**config.mk**
```make
export PLATFORM = sky130hd
export DESIGN_NAME = udp_rx_vid_buf
export DESIGN_NICKNAME = d
export VERILOG_FILES = /design/src/rtl/udp_rx_vid_buf.sv
export SDC_FILE = /design/constraint.sdc
export NUM_CORES = 1
export LEC_CHECK = 0
export CAP_MARGIN = 20
export CORE_AREA = 2 2 118 120
export CTS_CLUSTER_DIAMETER = 60
export CTS_CLUSTER_SIZE = 10
export DETAILED_ROUTE_END_ITERATION = 16
export DIE_AREA = 0 0 120 122
export PLACE_DENSITY_LB_ADDON = 0.08
export SLEW_MARGIN = 0
export SYNTH_ARGS = -nofsm -noshare
export SYNTH_HDL_FRONTEND = slang
export SYNTH_SLANG_ARGS = --single-unit
```
**constraint.sdc**
```tcl
create_clock -name app_rx_clk -period 8.8 [get_ports app_rx_clk]
set_input_delay 0.88 -clock app_rx_clk [delete_from_list [all_inputs] [get_ports app_rx_clk]]
set_output_delay 0.88 -clock app_rx_clk [all_outputs]
set_load 0.01 [all_outputs]
```
**src/rtl/udp_rx_vid_buf.sv**
```systemverilog
// Turns the UDP receive payload byte stream into a 16-bit pixel stream.
// A sliding 32-bit header hunt starts each frame; the payload is packed big-endian.
module udp_rx_vid_buf #(
    parameter logic [31:0] FRAME_HEAD = 32'hF3ED7A93
) (
    input  logic        app_rx_clk,
    input  logic        rstn,
    input  logic        app_rx_data_valid,
    input  logic [7:0]  app_rx_data,
    input  logic [15:0] app_rx_data_length,
    input  logic [24:0] app_rx_data_total,
    output logic        vid_clk,
    output logic        vid_vs,
    output logic        vid_de,
    output logic [15:0] vid_data
);

    typedef enum logic {
        ST_HUNT = 1'b0,
        ST_DATA = 1'b1
    } state_t;

    state_t      state_q, state_d;
    logic [23:0] sh_q, sh_d;
    logic [24:0] cnt_q, cnt_d;
    logic [24:0] total_q, total_d;
    logic [7:0]  hi_q, hi_d;
    logic        vs_q, vs_d;
    logic        de_q, de_d;
    logic [15:0] data_q, data_d;

    logic        head_match;
    logic        last_byte;

    // Packet length is informational only.
    logic unused_len;
    assign unused_len = ^app_rx_data_length;

    assign vid_clk  = app_rx_clk;
    assign vid_vs   = vs_q;
    assign vid_de   = de_q;
    assign vid_data = data_q;

    assign head_match = ({sh_q, app_rx_data} == FRAME_HEAD);
    assign last_byte  = (cnt_q == (total_q - 25'd1));

    always_comb begin
        state_d = state_q;
        sh_d    = sh_q;
        cnt_d   = cnt_q;
        total_d = total_q;
        hi_d    = hi_q;
        vs_d    = 1'b0;
        de_d    = 1'b0;
        data_d  = data_q;

        if (app_rx_data_valid) begin
            unique case (state_q)
                ST_HUNT: begin
                    if (head_match) begin
                        vs_d    = 1'b1;
                        total_d = app_rx_data_total;
                        cnt_d   = '0;
                        sh_d    = '0;
                        // A zero-length frame still marks frame start but carries no pixels.
                        if (app_rx_data_total != '0) begin
                            state_d = ST_DATA;
                        end
                    end else begin
                        sh_d = {sh_q[15:0], app_rx_data};
                    end
                end
                ST_DATA: begin
                    cnt_d = cnt_q + 25'd1;
                    if (!cnt_q[0]) begin
                        hi_d = app_rx_data;
                        if (last_byte) begin
                            de_d   = 1'b1;
                            data_d = {app_rx_data, 8'h00};
                        end
                    end else begin
                        de_d   = 1'b1;
                        data_d = {hi_q, app_rx_data};
                    end
                    if (last_byte) begin
                        state_d = ST_HUNT;
                        sh_d    = '0;
                    end
                end
                default: state_d = ST_HUNT;
            endcase
        end
    end

    always_ff @(posedge app_rx_clk or negedge rstn) begin
        if (!rstn) begin
            state_q <= ST_HUNT;
            sh_q    <= '0;
            cnt_q   <= '0;
            total_q <= '0;
            hi_q    <= '0;
            vs_q    <= 1'b0;
            de_q    <= 1'b0;
            data_q  <= '0;
        end else begin
            state_q <= state_d;
            sh_q    <= sh_d;
            cnt_q   <= cnt_d;
            total_q <= total_d;
            hi_q    <= hi_d;
            vs_q    <= vs_d;
            de_q    <= de_d;
            data_q  <= data_d;
        end
    end

endmodule

```
### After elaboration in Yosys (flattened, before gate mapping)

Cells that the tools add are included.

| storage, ports and cells | value |
|---|---|
| bits in registers | 101 |
| output and inout bits | 19 |
| logic and storage cells | 41 |
| input bits | 52 |

| operators by class | value |
|---|---|
| eq/ne operators | 4 |
| muxes and demuxes | 18 |
| reduce and logical (&&, ||, !) cells | 7 |
| bitwise gates (word level) | 2 |
| add/sub/neg operators | 2 |

Operators with widths:

| operator | count |
|---|---|
| $pmux W25 S2 | 1 |
| $mux W24 | 2 |
| $pmux W24 S2 | 1 |
| $eq A32 B32 Y1 const B | 1 |
| $mux W16 | 2 |
| $add A25 B1 Y25 const B | 1 |
| $eq A25 B25 Y1 | 1 |
| $mux W25 | 1 |
| $reduce_bool A25 Y1 | 1 |
| $sub A25 B1 Y25 const B | 1 |
| $mux W1 | 10 |
| $reduce_and A3 Y1 | 3 |
| $reduce_and A2 Y1 | 2 |
| $ne A2 B1 Y1 const B | 1 |
| $ne A2 B2 Y1 const B | 1 |
| $not A1 Y1 | 2 |
| $pmux W1 S2 | 1 |
| $reduce_bool A2 Y1 | 1 |

### Longest topological paths before layout

Gate-level depths: netlist (run 1).

| logic depth | value |
|---|---|
| word-level depth | 6 |
| depth in mapped cells | 13 |
| mapped depth without buffers | 10 |

==> metrics.md, run 1 <==
| Metric | Value |
|---|---|
| IR drop worst, VDD | 153 uV |
| Die outline height | 122 um |
| Chip Width | 120 um |
| FILL cells | 1287 |
| Via count | 4032 |
| Required @ worst endpoint | 7.92 ns |
| Nets | 600 |
| P&R area growth vs syn | 19.7% |
| CP startpoint | app_rx_clk |
| Reg2Reg Launch Point | total_q[3]$_DFFE_PN0P_ |
| Starting Density | 38.6% |
| Top post-synthesis cells by area | dfrtp_1 (48%), a22o_1 (5.5%), xor2_1 (5.2%) |
| Crit-path max cell delay | 0.47 ns |
| Final setup TNS | 0 ns |
| Total Routed Length | 13.1 mm |
| Hold_buf cts | 0 |
| Core area | 13500 um^2 |
| Final setup viols | 0 |
| Setup Skew | 0.00796 ns |
| Measured slew at the worst slew-check pin | 1.05 ns |
| Share of layout cells above drive strength 1 | 11.6% |
| Most frequent cells in the layout | dfrtp_1 (101), clkdlybuf4s50_1 (53), nand2_1 (43), nor2_1 (34), a22o_1 (33) |
| Max Slew Vio Count | 0 |
| Post-synth EDFFs | 0 |
| Worst-path clk slew | 0.07 ns |
| Vias/cell | 5.52 |
| Critical Path Fanout Max | 2 |
| Synth unique cells | 51 |
| Cells after Synth | 500 |
| Cell type with the largest total area after synthesis | dfrtp_1 |
| Post-cts gate resize count | 0 |
| Comb power frac | 16.6% |
| Switching part of the total | 27.2% |
| CP arrival | 5.11 ns |
| Outcome | finished, final reports clean |
| Relative slew slack | 29.9% |
| Synth Net Count | 554 |
| Post-CTS Setup Inserts | 0 |
| Worst path cell trace | clkbuf_16, clkbuf_16, clkdlybuf4s50_1 |
| Worst setup EP type | primary output |
| Grt ovf | 0 |
| Wire per inst | 17.9 um |
| Layout Utilization | 46.2% |
| Startpoint Class | clock port |
| Initial antenna violation count | 0 |
| Placer congestion estimate | 0.849 |
| WHS | 0.366 ns |
| XOR/XNOR Fraction of Synth Area | 8.56% |
| Pleak | 2.80 nW |
| Hold Crit Class | primary input to asynchronous set/reset pin |
| Initial drt markers | 311 |
| Num ports | 71 |
| Post-Syn Area | 5220 um^2 |
| Pre-antenna DRT Iters | 5 |
| Slowest stage cell, crit path | clkdlybuf4s50_1 |
| Clock tree from TritonCTS | done |
| Hold Fails Final Rpt | 0 |
| Vias in the first global route | 4060 |
| Post-DP HPWL | 9.05 mm |
| #FFs+latches synth | 101 |
| Setup crit end | vid_clk |
| Seq/Total Area, Yosys | 48.5% |
| Largest family of logic cells by synthesized area | simple AND/OR/NAND/NOR gates |
| Post-Synth Adder-Cell Area | 0.480% |
| Top cell by count, worst path | clkbuf_16 |
| Pin count of the biggest net entering global routing | 66 |
| Fraction of registers with async set/reset | 100% |
| Primary FF master, synth | dfrtp_1 |
| Synth warn | 0 |
| Clock latency on the worst-skew pair | 0.46 ns |
| Number of remaining DRC errors | 0 |
| Clock power frac | 37.8% |
| Antenna-violating nets left | 0 |
| Most common cell after layout, fill and taps aside | dfrtp_1 |
| R2R depth | 8 |
| Sequential Power Share | 45.6% |
| Placed inst area | 5880 um^2 |
| RSZ-0062 raised after global routing | false |
| Syn Area/Cell | 10.4 um^2 |
| Worst r2r dst | vid_data[11]$_DFFE_PN0P_ |
| DIE AREA | 14600 um^2 |
| Crit Path Class | clock port to primary output |
| Mux cell area share after synthesis | 5.33% |
| Total chip power | 1.22 mW |
| Reg-to-reg slack, setup | 5.12 ns |
| First-pass GRT wire length | 21.6 mm |
| Post-synth top area share | 48.5% |
| Design Area, Final | 6240 um^2 |
| Max_cap viols | 0 |
| Pwr Density | 195 nW/um^2 |
| Int Pwr | 0.887 mW |
| Tot GR Track Use | 19.0% |
| PortBufs | 54 |
| Inserted Diodes | 0 |
| NetSw | 0.332 mW |
| Rows | 43 |
| Synth Area in Compound Gates | 13.7% |
| Post-Synth Simple-Gate Area | 20.3% |
-- through the flow --
step                      instances  worst slack, ns
final                           731             2.81
after global routing            731             2.79
after CTS                       730             2.80
after detailed placement        711             3.07
after global placement          711             3.07
after floorplan                 500             3.40
-- layer usage --
layer	share of wire, %	wire, um	track usage, %
met4	1.0	136	5.59
met1	50	6470	27.5
met5	0	0	0
met3	4.3	561	4.87
met2	45	5910	28.0
-- cell families after synthesis --
| family | after synthesis |
|---|---|
| xor gates and xnor gates | 51 |
| buffers and inverters | 38 |
| adders and majority gates | 2 |
| muxes | 25 |
| DFF | 101 |
| and+or+nand+nor | 193 |
| AOI/OAI and AO/OA | 90 |
-- layout make-up --
class	count	area (um^2)	area share (%)
well taps	180	225	3.61
repair buffers	57	558	8.94
flip-flops and latches	101	2530	40.5
multi-input cells	361	2520	40.4
inverters	12	45.0	0.721
clock inverters	5	36.3	0.581
clock buffers	15	328	5.25
-- cell usage after synthesis, types with 4 or more instances --
cell / number
a21oi_1: 10
a22o_1: 33
a22oi_1: 10
and3_1: 7
and4_1: 5
buf_2: 4
clkbuf_1: 19
dfrtp_1: 101
inv_1: 12
mux2_2: 22
nand2_1: 43
nand3_1: 17
nand3b_1: 8
nand4_1: 15
nand4b_1: 5
nor2_1: 34
nor3_1: 10
nor3b_1: 7
nor4_1: 18
o211ai_2: 8
o21ai_0: 9
or3_1: 5
or4_1: 4
xnor2_1: 20
xor2_1: 31
-- critical path, delay by kind of cell --
kind	cells	cell delay (ns)
buffers and inverters	3	0.72
-- power groups by stage --
stage / Clock, mW / Combinational (mW) / Sequential (mW)
floorplan: 0.00936 / 0.105 / 0.560
global placement: 0.0116 / 0.202 / 0.563
finish: 0.460 / 0.202 / 0.556
detailed placement: 0.0116 / 0.204 / 0.564
global route: 0.495 / 0.226 / 0.563
CTS: 0.476 / 0.205 / 0.556
-- sequential cells by signal, summed over array words and instances, names as in the netlist --
register and count:
vid_de 1, vid_vs 1, cnt_q 25, sh_q 24, state_q 1, vid_data 16, hi_q 8, total_q 25
-- worst min path at each step --
| stage | from | to | slack (ns) | cells past startpoint |
|---|---|---|---|---|
| final | rstn | cnt_q[11]$_DFFE_PN0P_ | 0.37 | 1 |
| after floorplan | hi_q[0]$_DFFE_PN0P_ | hi_q[0]$_DFFE_PN0P_ | 0.45 | 2 |
| after CTS | rstn | cnt_q[11]$_DFFE_PN0P_ | 0.39 | 1 |
| after global placement | hi_q[1]$_DFFE_PN0P_ | hi_q[1]$_DFFE_PN0P_ | 0.46 | 2 |
| after global routing | rstn | cnt_q[11]$_DFFE_PN0P_ | 0.39 | 1 |
| after detailed placement | hi_q[3]$_DFFE_PN0P_ | hi_q[3]$_DFFE_PN0P_ | 0.47 | 2 |
No activity file was read; power rests on OpenSTA's default activity.
==> run 2: changes to the inputs <==
Clock period 8.8 ns to 5 ns, I/O delays scaled along.
==> metrics.md, run 2 (synthesis results as in run 1) <==
| Metric | Value |
|---|---|
| P&R area growth vs syn | 20.8% |
| Worst-path clk slew | 0.07 ns (about the same) |
| Grt ovf | 0 (unchanged) |
| Vias in the first global route | 4038 (-0.54%) |
| Starting Density | 38.6% (unchanged) |
| Worst path cell trace | clkbuf_16, clkbuf_16, clkdlybuf4s50_1 |
| Crit-path max cell delay | 0.47 ns (about the same) |
| Most common cell after layout, fill and taps aside | dfrtp_1 |
| WHS | 0.0651 ns (-0.301 ns) |
| Reg2Reg Launch Point | total_q[3]$_DFFE_PN0P_ |
| Top cell by count, worst path | clkbuf_16 |
| Startpoint Class | clock port |
| CP startpoint | app_rx_clk |
| Max Slew Vio Count | 0 (unchanged) |
| Hold Crit Class | primary input to asynchronous set/reset pin |
| IR drop worst, VDD | 274 uV (+79%) |
| Pwr Density | 362 nW/um^2 (+85%) |
| Slowest stage cell, crit path | clkdlybuf4s50_1 |
| Pleak | 2.83 nW (+0.98%) |
| CP bufs+invs | 3 (unchanged) |
| Required @ worst endpoint | 4.50 ns (-3.42 ns) |
| Setup crit end | vid_clk |
| Worst r2r dst | vid_data[15]$_DFFE_PN0P_ |
| Minimum clock period | 3.71 ns |
| Outcome | finished, final reports clean |
| Measured slew at the worst slew-check pin | 1.03 ns (-0.0265 ns) |
| Most frequent cells in the layout | dfrtp_1 (101), clkdlybuf4s50_1 (53), nand2_1 (43), nor2_1 (34), a22o_1 (33) |
| Peak Freq | 0.270 GHz |
| Via count | 4013 (-0.47%) |
| CP arrival | 3.21 ns (-1.90 ns) |
| First-pass GRT wire length | 21.4 mm (-0.92%) |
| Wire per inst | 17.9 um (about the same) |
| Nets | 600 (unchanged) |
| Crit Path Class | clock port to primary output |
| CP top delay family | buffers and inverters |
| Reg-to-reg slack, setup | 1.29 ns (-3.83 ns) |
| Pre-antenna DRT Iters | 4 (-1) |
| Final worst path period share | 74.2% |
| Inserted Diodes | 0 (unchanged) |
| Chip Width | 120 um (unchanged) |
| Post-CTS Setup Inserts | 0 (unchanged) |
| Rows | 43 (unchanged) |
| R2R depth | 8 (unchanged) |
| Setup Skew | 0.00645 ns (-0.00151 ns) |
| Die outline height | 122 um (unchanged) |
| Top Registers | cnt_q: 25 flops, total_q: 25 flops, sh_q: 24 flops |
| Total Routed Length | 13.1 mm (about the same) |
| Share of layout cells above drive strength 1 | 11.6% (unchanged) |
| Worst setup EP type | primary output |
| Initial drt markers | 261 (-16%) |
| Vias/cell | 5.49 (-0.47%) |
| Antenna-violating nets left | 0 (unchanged) |
| CP Depth | 3 (unchanged) |
| Placer congestion estimate | 0.819 (-3.6%) |
| Post-DP HPWL | 9.23 mm (+2.0%) |
| Hold_buf cts | 0 (unchanged) |
| Clock tree from TritonCTS | done |
| PortBufs | 54 (unchanged) |
| Pin count of the biggest net entering global routing | 53 (-20%) |
| RSZ-0062 raised after global routing | false |
| Num ports | 71 (unchanged) |
| Initial antenna violation count | 0 (unchanged) |
| Hold Fails Final Rpt | 0 (unchanged) |
| Final setup TNS | 0 ns (unchanged) |
| Relative slew slack | 31.5% (+1.6 points) |
| Tot GR Track Use | 18.9% (-0.13 points) |
| Number of remaining DRC errors | 0 (unchanged) |
| Max_cap viols | 0 (unchanged) |
| Core area | 13500 um^2 (unchanged) |
| Critical Path Fanout Max | 2 (unchanged) |
| Clock latency on the worst-skew pair | 0.46 ns (about the same) |
| DIE AREA | 14600 um^2 (unchanged) |
| Post-cts gate resize count | 0 (unchanged) |
| Final setup viols | 0 (unchanged) |
==> run 2: cell count changes in the layout (fill, tap and decap cells not counted), sizes merged <==
| cell | delta |
|---|---|
| bufinv | +3 |
| clkbuf | -1 |
| clkinv | -3 |
| inv | +1 |
==> run 2: power breakdown <==
group / total, mW / leakage, nW / internal [mW] / switching, mW
sequential: 0.978 / 1.31 / 0.896 / 0.0822
clock: 0.942 / 0.208 / 0.605 / 0.337
combinational: 0.360 / 1.31 / 0.196 / 0.164
==> run 2: worst reg2reg max path: cells and delay by family (launching register included) <==
family             cells  cell delay, ns
AOI/OAI and AO/OA      3            0.35
and+or+nand+nor        5            2.70
DFF                    1            0.51
==> run 2: final cells by class <==
class                      count  area [um^2]
clock buffer                  14          314
clock inverter                 6          109
fill                        1276         7200
inverter                      12         45.0
multi-input combinational    361         2520
sequential                   101         2530
tap                          180          225
timing repair buffer          57          558
==> run 2: worst min path at each step <==
stage                              from               endpoint  slack, ns
floorplan                          rstn   cnt_q[0]$_DFFE_PN0P_       0.20
global placement    hi_q[0]$_DFFE_PN0P_    hi_q[0]$_DFFE_PN0P_       0.46
detailed placement  hi_q[5]$_DFFE_PN0P_    hi_q[5]$_DFFE_PN0P_       0.47
CTS                                rstn  cnt_q[15]$_DFFE_PN0P_       0.08
global route                       rstn   cnt_q[9]$_DFFE_PN0P_       0.11
finish                             rstn   cnt_q[9]$_DFFE_PN0P_       0.07
==> run 2: metal layers <==
layer | part of all wire (%) | GRT usage, % | vias up
met3 | 4.6 | 5.10 | 8
li1 | - | - | 1927
met5 | 0 | 0 | -
met2 | 45 | 28.2 | 77
met4 | 0.64 | 5.29 | 0
met1 | 50 | 26.9 | 2001
==> run 2: through the flow <==
step / total power, mW / utilization (%) / setup WS [ns] / cells / instance area, um^2
floorplan: 1.19 / - / 1.88 / 500 / 5220
global placement: 1.37 / 43.6 / 1.34 / 712 / 5890
detailed placement: 1.38 / 43.6 / 1.35 / 712 / 5890
CTS: 2.31 / 46.7 / 1.28 / 731 / 6300
global route: 2.40 / 46.7 / 1.03 / 731 / 6300
finish: 2.28 / 46.7 / 1.29 / 731 / 6300
